===== src/rtl/mult_div_unit_if.sv =====
// mult_div_unit_if -- request/result bundle for the multiply/divide unit.
//   start_mult, start_div : one-cycle operation requests
//   a, b                  : operands (two's complement)
//   hi, lo                : registered results
//   mult_done, div_done   : one-cycle completion pulses
//   div_zero              : divide-by-zero pulse (with div_done)
//   busy                  : operation in progress
// master = requester, slave = mult_div_unit.
interface mult_div_unit_if;
    logic        start_mult;
    logic        start_div;
    logic [31:0] a;
    logic [31:0] b;
    logic [31:0] hi;
    logic [31:0] lo;
    logic        mult_done;
    logic        div_done;
    logic        div_zero;
    logic        busy;

    modport master (
        output start_mult, start_div, a, b,
        input  hi, lo, mult_done, div_done, div_zero, busy
    );

    modport slave (
        input  start_mult, start_div, a, b,
        output hi, lo, mult_done, div_done, div_zero, busy
    );
endinterface


===== src/rtl/mult_div_unit.sv =====
// mult_div_unit -- iterative 32x32 signed multiply and signed divide.
// Ports:
//   clk      : system clock, rising edge
//   reset_in : synchronous active-high reset
//   bus      : mult_div_unit_if.slave (starts, operands, hi/lo, done pulses, busy)
// Operation: operands are captured as magnitudes, 32 shift-add (multiply) or
// restoring-subtract (divide) steps run one per clock, and the signs are
// applied on a final completion edge where hi/lo and the done pulse update.
// Optional feature: define MULT_DIV_DIVZERO_CHECK_EN to short-circuit a zero
// divisor (div_done + div_zero one edge after capture, hi/lo untouched).
// Without it div_zero is constant 0 and b==0 runs the normal divide.
//
// state | meaning
// IDLE  | waiting for start_mult / start_div
// MULT  | 32 shift-add steps, then completion edge
// DIV   | 32 restoring-divide steps, then completion edge
// DONE  | done pulse visible, back to IDLE next edge
module mult_div_unit (
    input  logic           clk,
    input  logic           reset_in,
    mult_div_unit_if.slave bus
);
    typedef enum logic [1:0] {IDLE, MULT, DIV, DONE} state_t;

    state_t      state_q, state_d;
    logic [4:0]  cnt_q, cnt_d;
    logic        last_q, last_d;
    logic [63:0] acc_q, acc_d;
    logic [31:0] opd_q, opd_d;
    logic        neg_q, neg_d;
    logic        rneg_q, rneg_d;
`ifdef MULT_DIV_DIVZERO_CHECK_EN
    logic        zero_q, zero_d;
`endif
    logic [31:0] hi_q, hi_d;
    logic [31:0] lo_q, lo_d;
    logic        mult_done_q, mult_done_d;
    logic        div_done_q, div_done_d;
    logic        div_zero_q, div_zero_d;
    logic        busy_q, busy_d;

    logic [31:0] mag_a, mag_b;
    logic [32:0] mul_sum;
    logic [32:0] div_rem_sh;
    logic        div_ge;
    logic [31:0] div_sub;
    logic [63:0] prod_signed;

    always_comb begin
        mag_a = bus.a[31] ? (~bus.a + 32'd1) : bus.a;
        mag_b = bus.b[31] ? (~bus.b + 32'd1) : bus.b;

        // Multiply: acc = {partial product, remaining multiplier bits}.
        mul_sum = {1'b0, acc_q[63:32]} + (acc_q[0] ? {1'b0, opd_q} : 33'd0);

        // Divide: acc = {remainder, dividend bits shifting into quotient}.
        // The remainder stays below the divisor, so the difference fits 32 bits.
        div_rem_sh = acc_q[63:31];
        div_ge     = div_rem_sh >= {1'b0, opd_q};
        div_sub    = div_rem_sh[31:0] - opd_q;

        prod_signed = neg_q ? (~acc_q + 64'd1) : acc_q;

        state_d     = state_q;
        cnt_d       = cnt_q;
        last_d      = last_q;
        acc_d       = acc_q;
        opd_d       = opd_q;
        neg_d       = neg_q;
        rneg_d      = rneg_q;
`ifdef MULT_DIV_DIVZERO_CHECK_EN
        zero_d      = zero_q;
`endif
        hi_d        = hi_q;
        lo_d        = lo_q;
        mult_done_d = 1'b0;
        div_done_d  = 1'b0;
        div_zero_d  = 1'b0;
        busy_d      = busy_q;

        unique case (state_q)
            IDLE: begin
                cnt_d  = 5'd0;
                last_d = 1'b0;
                neg_d  = bus.a[31] ^ bus.b[31];
                rneg_d = bus.a[31];
                if (bus.start_mult) begin
                    state_d = MULT;
                    acc_d   = {32'd0, mag_b};
                    opd_d   = mag_a;
                    busy_d  = 1'b1;
                end else if (bus.start_div) begin
                    state_d = DIV;
                    acc_d   = {32'd0, mag_a};
                    opd_d   = mag_b;
                    busy_d  = 1'b1;
`ifdef MULT_DIV_DIVZERO_CHECK_EN
                    zero_d  = (bus.b == 32'd0);
`endif
                end
            end
            MULT: begin
                if (last_q) begin
                    hi_d        = prod_signed[63:32];
                    lo_d        = prod_signed[31:0];
                    mult_done_d = 1'b1;
                    busy_d      = 1'b0;
                    state_d     = DONE;
                end else begin
                    acc_d  = {mul_sum, acc_q[31:1]};
                    cnt_d  = cnt_q + 5'd1;
                    last_d = (cnt_q == 5'd31);
                end
            end
            DIV: begin
`ifdef MULT_DIV_DIVZERO_CHECK_EN
                if (zero_q) begin
                    div_done_d = 1'b1;
                    div_zero_d = 1'b1;
                    busy_d     = 1'b0;
                    state_d    = DONE;
                end else
`endif
                if (last_q) begin
                    lo_d       = neg_q  ? (~acc_q[31:0] + 32'd1)  : acc_q[31:0];
                    hi_d       = rneg_q ? (~acc_q[63:32] + 32'd1) : acc_q[63:32];
                    div_done_d = 1'b1;
                    busy_d     = 1'b0;
                    state_d    = DONE;
                end else begin
                    acc_d  = div_ge ? {div_sub, acc_q[30:0], 1'b1}
                                    : {div_rem_sh[31:0], acc_q[30:0], 1'b0};
                    cnt_d  = cnt_q + 5'd1;
                    last_d = (cnt_q == 5'd31);
                end
            end
            DONE: begin
                state_d = IDLE;
            end
            default: state_d = IDLE;
        endcase
    end

    always_ff @(posedge clk) begin
        if (reset_in) begin
            state_q     <= IDLE;
            cnt_q       <= 5'd0;
            last_q      <= 1'b0;
            acc_q       <= 64'd0;
            opd_q       <= 32'd0;
            neg_q       <= 1'b0;
            rneg_q      <= 1'b0;
`ifdef MULT_DIV_DIVZERO_CHECK_EN
            zero_q      <= 1'b0;
`endif
            hi_q        <= 32'd0;
            lo_q        <= 32'd0;
            mult_done_q <= 1'b0;
            div_done_q  <= 1'b0;
            div_zero_q  <= 1'b0;
            busy_q      <= 1'b0;
        end else begin
            state_q     <= state_d;
            cnt_q       <= cnt_d;
            last_q      <= last_d;
            acc_q       <= acc_d;
            opd_q       <= opd_d;
            neg_q       <= neg_d;
            rneg_q      <= rneg_d;
`ifdef MULT_DIV_DIVZERO_CHECK_EN
            zero_q      <= zero_d;
`endif
            hi_q        <= hi_d;
            lo_q        <= lo_d;
            mult_done_q <= mult_done_d;
            div_done_q  <= div_done_d;
            div_zero_q  <= div_zero_d;
            busy_q      <= busy_d;
        end
    end

    assign bus.hi        = hi_q;
    assign bus.lo        = lo_q;
    assign bus.mult_done = mult_done_q;
    assign bus.div_done  = div_done_q;
    assign bus.div_zero  = div_zero_q;
    assign bus.busy      = busy_q;
endmodule


===== src/flat_wrapper.sv =====
// flat-port wrapper written by rule: the top's interface ports become plain ports
module mult_div_unit_flat 
  (clk, reset_in, bus_start_mult, bus_start_div, bus_a, bus_b, bus_hi, bus_lo, bus_mult_done, bus_div_done, bus_div_zero, bus_busy);
  mult_div_unit_if bus_i ();
  input  logic clk;
  input  logic reset_in;
  input wire logic [$bits(bus_i.start_mult)-1:0] bus_start_mult;
  input wire logic [$bits(bus_i.start_div)-1:0] bus_start_div;
  input wire logic [$bits(bus_i.a)-1:0] bus_a;
  input wire logic [$bits(bus_i.b)-1:0] bus_b;
  output wire logic [$bits(bus_i.hi)-1:0] bus_hi;
  output wire logic [$bits(bus_i.lo)-1:0] bus_lo;
  output wire logic [$bits(bus_i.mult_done)-1:0] bus_mult_done;
  output wire logic [$bits(bus_i.div_done)-1:0] bus_div_done;
  output wire logic [$bits(bus_i.div_zero)-1:0] bus_div_zero;
  output wire logic [$bits(bus_i.busy)-1:0] bus_busy;
  assign bus_i.start_mult = bus_start_mult;
  assign bus_i.start_div = bus_start_div;
  assign bus_i.a = bus_a;
  assign bus_i.b = bus_b;
  assign bus_hi = bus_i.hi;
  assign bus_lo = bus_i.lo;
  assign bus_mult_done = bus_i.mult_done;
  assign bus_div_done = bus_i.div_done;
  assign bus_div_zero = bus_i.div_zero;
  assign bus_busy = bus_i.busy;
  mult_div_unit u_core (.clk(clk), .reset_in(reset_in), .bus(bus_i));
endmodule

===== config.mk =====
export PLATFORM = sky130hd
export DESIGN_NAME = mult_div_unit_flat
export DESIGN_NICKNAME = d
export VERILOG_FILES = /design/src/rtl/mult_div_unit_if.sv /design/src/rtl/mult_div_unit.sv /design/src/flat_wrapper.sv
export SDC_FILE = /design/constraint.sdc
export NUM_CORES = 1
export LEC_CHECK = 0
export BUFFER_PORTS_ARGS = -buffer_cell sky130_fd_sc_hd__buf_4
export CAP_MARGIN = 40
export CORE_MARGIN = 2
export CORE_UTILIZATION = 66
export CTS_CLUSTER_SIZE = 28
export DETAILED_ROUTE_END_ITERATION = 10
export PLACE_DENSITY = 0.95
export SKIP_CTS_REPAIR_TIMING = 1
export SYNTH_ARGS = -nofsm -noshare
export SYNTH_HDL_FRONTEND = slang
export SYNTH_SLANG_ARGS = --single-unit

===== constraint.sdc =====
create_clock -name clk -period 5.45 [get_ports clk]
set_clock_uncertainty 0.1 [all_clocks]
set_input_delay 0.2725 -clock clk [delete_from_list [all_inputs] [get_ports clk]]
set_output_delay 0.2725 -clock clk [all_outputs]
set_load 0.1 [all_outputs]

# == Word-level counts from Yosys, hierarchy flattened ==
# Cells that the tools add are included.
# classes
add_sub_neg,8
magnitude_cmp,1
n_eq_ne,11
mux,33
bitwise,8
reduce_logical,14
# op_table
op,count
2-to-1 mux 64 bit,6
2-to-1 mux 32 bit,11
case mux 64 bit (3 select lines),1
"adder 32 x 1 -> 32 bit, second input constant",4
inverter 32 bit,4
case mux 32 bit (2 select lines),2
"adder 64 x 1 -> 64 bit, second input constant",1
inverter 64 bit,1
adder 32 x 33 -> 33 bit,1
>= comparator 33 x 32 -> 1 bit,1
subtractor 32 bit,1
case mux 5 bit (2 select lines),1
2-to-1 mux 2 bit,3
"!= test 2 x 1 -> 1 bit, second input constant",3
"!= test 2 bit, second input constant",3
case mux 2 bit (3 select lines),1
AND reduction 2 bit,3
AND reduction 3 bit,2
nonzero test 2 bit,3
OR reduction 2 bit,3
"adder 5 x 1 -> 5 bit, second input constant",1
"equality test 5 bit, second input constant",1
2-to-1 mux 1 bit,5
2-to-1 mux 5 bit,1
9 further kinds,12
# word_totals
register_bits,173
out_inout_bits,68
word_cells,87

# == Longest topological paths before layout ==
# logic_depth
word_depth,6
mapped_depth,14
ltp_nobuf,13

# == Least setup slack after synthesis ==
# No wires, ideal clock.
# synth_path
path_kind,reg2reg
startpoint,register u_core.opd_q[15]
endpoint,register u_core.acc_q[63]
setup_time_ns,0.129
t_arrival_ns,3.036
slack_ns,2.185
stages_incl_launch_ff,14
path_cell_list,dfxtp_1 > inv_1 > ha_1 > clkbuf_1 > and4_1 > nand3_1 > or3_1 > a21o_1 > a211o_1 > a21oi_1 > nor2_1 > clkbuf_1 > a221oi_1 > nand3_1
# synth_via
elab_chain_len,4
word_cells_on_any_way,8
classes_between,add/sub: 2; order compare: 1; mux: 5
# synth_lines
item,line,source
start: declaration,mult_div_unit.sv:29,"logic [31:0] opd_q, opd_d;"
start signal: assignment,mult_div_unit.sv:167,opd_q <= opd_d;
2-to-1 mux 32 bit (tied with other cells),mult_div_unit.sv:54,"mul_sum = {1'b0, acc_q[63:32]} + (acc_q[0] ? {1'b0, opd_q} : 33'd0);"
adder 32 x 33 -> 33 bit / 2-to-1 mux 64 bit (equally long branches),"mult_div_unit.sv:54, mult_div_unit.sv:131",
"2-to-1 mux 64 bit, on equally long branches","mult_div_unit.sv:103, mult_div_unit.sv:124",
case mux 64 bit (3 select lines) (*),mult_div_unit.sv:81,unique case (state_q)
end signal: assignment,mult_div_unit.sv:149,acc_q <= 64'd0;
end signal: assignment,mult_div_unit.sv:166,acc_q <= acc_d;
end: declaration,mult_div_unit.sv:28,"logic [63:0] acc_q, acc_d;"
# Mark *: on every way between the ends. The rest lies on a longest branch, timed or not. The select of a mux whose other input is x is not followed.
# A chain may end at the register's enable or synchronous reset.

# == Worst setup path in the final report ==
# layout_path
startpoint,register u_core.acc_q[0]
endpoint,register u_core.acc_q[59]
# layout_via
elab_chain_len,4
# layout_lines
item,line,source
2-to-1 mux 32 bit,mult_div_unit.sv:54,
adder 32 x 33 -> 33 bit,mult_div_unit.sv:54,
2-to-1 mux 64 bit,mult_div_unit.sv:103,if (last_q) begin
case mux 64 bit (3 select lines),mult_div_unit.sv:81,
# Every way passes these cells. The select of a mux whose other input is x is not followed.

==> impl_metrics.csv <==
group,metric,value,unit
sta,finalMaxSlewViolations,0,
status,outcome,"complete, no violations",
sta,fin_crit,4.28,ns
clock_network,root_buffer,"clkbuf_16",
die,dieWidth,151,um
layout,most-common-layout-cells,"200 x nor2_1, 179 x nand2_1, 173 x dfxtp_1",
sta,final.setup.tns,0,ns
layout,drive_above_1_share,11.2,%
sta,rsz0062_at_grt,"no",
yosys,synth_area,14300,um2
grt,grt_max_degree,72,
clock_network,htree_levels,4,
sta,hold_viol_final,0,
grt,grt_pass1_vias,13700,
clock_network,cts.path.max_buffers,2,
die,die_h,151,um
drt,via_per_inst,6.83,
die,rows,53,
clock_network,clkSinkCount,173,
yosys,ys_seq_elements,173,
drt,finalWirelength,48100,um
yosys,synthesis.nets,2063,
critical_path,worstSetupPathType,"reg -> reg",
yosys,netlist-cell-type-count,87,
critical_path,r2r-end,"u_core.acc_q[59]$_SDFFE_PP0P_",
drt,dr.first_iter.drc_count,2148,
power,max-vdd-ir-drop,329,uV
die,ioPinCount,136,
yosys,async_reset_ff_share,0,%
yosys,synth_seq_area_share,24.2,%
grt,antenna_found_initial,1,
power,pwr_density_cell,513,nW/um2
layout,nFillCells,1638,
drt,post-route-drc-count,0,
clock_network,cts_buffers,17,
layout,final_common_cell,"nor2_1",
yosys,avgSynthCellArea,7.45,um2
job,drv_cap,0,
drt,first_pass_iters,6,
sta,finalSetupViolCount,0,
clock_network,tritoncts,"done",
power,power,8140,uW
yosys,synth_cells,1919,
sta,tightest_slew,0.947,ns
yosys,synth_edf_count,0,
critical_path,startpoint,"u_core.acc_q[0]$_SDFFE_PP0P_",
yosys,synth_top_flop_cell,"dfxtp_1",
critical_path,crit-reg2reg-launch,"u_core.acc_q[0]$_SDFFE_PP0P_",
critical_path,rrSetupSlack,1.17,ns
grt,grt_usage,41.3,%
sta,timing.fmax,233,MHz
die,dieArea,22900,um2
layout,fin_nets,2101,
min_path,min_from,"bus_start_div",
grt,grt_pass1_wl,73900,um
placed_design,gp_congestion,1.05,
die,core_area,21200,um2
critical_path,crit_path_end_kind,"flip-flop",
critical_path,worstPathMaxFanout,31,
min_path,hold_class,"in -> reg",
clock_network,clock_latency,0.45,ns
drt,final_antenna_net_count,0,
drt,wl_per_cell,21.4,um
yosys,ys_warn_count,0,
layout,syn_to_final_growth,11.1,%
grt,overflow,0,
critical_path,reg2reg_depth,13,
critical_path,crit_arrival,4.50,ns
power,leakagePower,0.00666,uW
critical_path,worstPathRequired,5.67,ns
critical_path,crit_end,"u_core.acc_q[59]$_SDFFE_PP0P_",
sta,period_share,78.6,%
sta,slew_headroom,36.6,%
layout,n_antenna_cell,0,
die,start_util,67.6,%
placed_design,dpl.hpwl,36200,um
critical_path,start_kind,"flip-flop",
drt,vias,15300,
clock_network,clk_pin_slew,0.08,ns
placed_design,portBuffers,134,
[critical path: stages, from the launching register on]
cell and delay (ns):
dfxtp_1 0.42, inv_1 0.16, buf_4 0.37, nor2_1 0.18, fa_1 0.46, a21oi_1 0.26
o21ai_0 0.17, o221ai_1 0.36, nand3b_1 0.17, a31oi_1 0.42, o21ai_0 0.33, a221oi_1 0.38
xor2_1 0.23, o221ai_1 0.14
[synth_stat cells (14+ instances only)]
cell type / count / area [um2]
a21o_1: 36 / 270
mux2i_1: 32 / 320
a31oi_1: 14 / 87.6
nand3_1: 31 / 155
o21ai_0: 134 / 671
xor2_1: 85 / 744
and3_1: 20 / 125
a21oi_1: 154 / 771
nor4_1: 17 / 106
clkbuf_1: 112 / 420
nand2_1: 179 / 672
xnor2_1: 77 / 674
nand4_1: 14 / 87.6
nor3_1: 45 / 225
a22oi_1: 35 / 263
o31ai_1: 30 / 225
and2_1: 15 / 93.8
ha_1: 74 / 926
a211oi_1: 74 / 556
o211ai_1: 26 / 195
dfxtp_1: 173 / 3460
a311oi_1: 14 / 123
inv_1: 63 / 236
nor2_1: 202 / 758
or3_1: 18 / 113
[sequential cells by signal, indices dropped and copies added, names as in the netlist]
name,flops
u_core.acc_q,64
u_core.bus.hi,32
u_core.bus.lo,32
u_core.opd_q,32
u_core.cnt_q,5
u_core.state_q,2
u_core.bus.busy,1
u_core.bus.div_done,1
u_core.bus.mult_done,1
u_core.last_q,1
u_core.neg_q,1
u_core.rneg_q,1
[cells by family after synthesis]
| logic type | share of synthesized area, % |
|---|---|
| multiplexers | 2.32 |
| other | 0.0262 |
| adder cells (fa/ha/maj) | 6.76 |
| flip-flops | 24.2 |
| XOR/XNOR | 9.93 |
| AND/OR/NAND/NOR | 20.8 |
| AO/OA/AOI/OAI | 29.7 |
| buffers and inverters | 6.21 |
[area by class of cell]
type	count	area, um2	share of cell area, %
multi-input cells	1540	9960	62.7
flip-flops and latches	173	3460	21.8
repair buffers	159	1230	7.72
clock buffers	17	425	2.68
well taps	275	344	2.17
inverters	66	248	1.56
clock inverters	15	209	1.32
[worst min-delay path by stage]
stage | end | slack (ns) | depth (start not counted)
6_report | u_core.state_q[0]$_SDFFE_PP0P_ | 0.12 | 4
5_1_grt | u_core.opd_q[22]$_SDFFE_PP0P_ | 0.13 | 4
4_1_cts | u_core.opd_q[22]$_SDFFE_PP0P_ | 0.11 | 4
3_5_place_dp | u_core.opd_q[21]$_SDFFE_PP0P_ | 0.35 | 2
3_3_place_gp | u_core.bus.hi[13]$_SDFFE_PP0P_ | 0.34 | 2
2_1_floorplan | u_core.opd_q[25]$_SDFFE_PP0P_ | 0.33 | 2
[power breakdown]
group	internal, uW	total (uW)	switching [uW]
registers	1600	1960	361
logic	1480	4880	3410
clock network	636	1300	664
[through the flow]
stage | area, um2 | std cells | utilization [%] | worst slack, ns | hold WS (ns)
after floorplan | 14300 | 1919 | - | 2.19 | 0.332
after global placement | 15200 | 2210 | 71.9 | 1.48 | 0.340
after detailed placement | 15200 | 2213 | 72.1 | 1.43 | 0.345
after CTS | 15900 | 2245 | 75.1 | 1.34 | 0.110
after global routing | 15900 | 2245 | 75.1 | 0.986 | 0.134
final | 15900 | 2245 | 75.1 | 1.17 | 0.118
[routing by layer]
layer  track usage (%)  vias to the layer above  part of all wire (%)
met2              61.7                     1006                    43
met4              16.4                        0                   3.6
met5                 0                        -                     0
met3              10.7                      141                    13
li1                  -                     7097                     -
met1              56.8                     7084                    41
(Power assumes the default switching activity.)
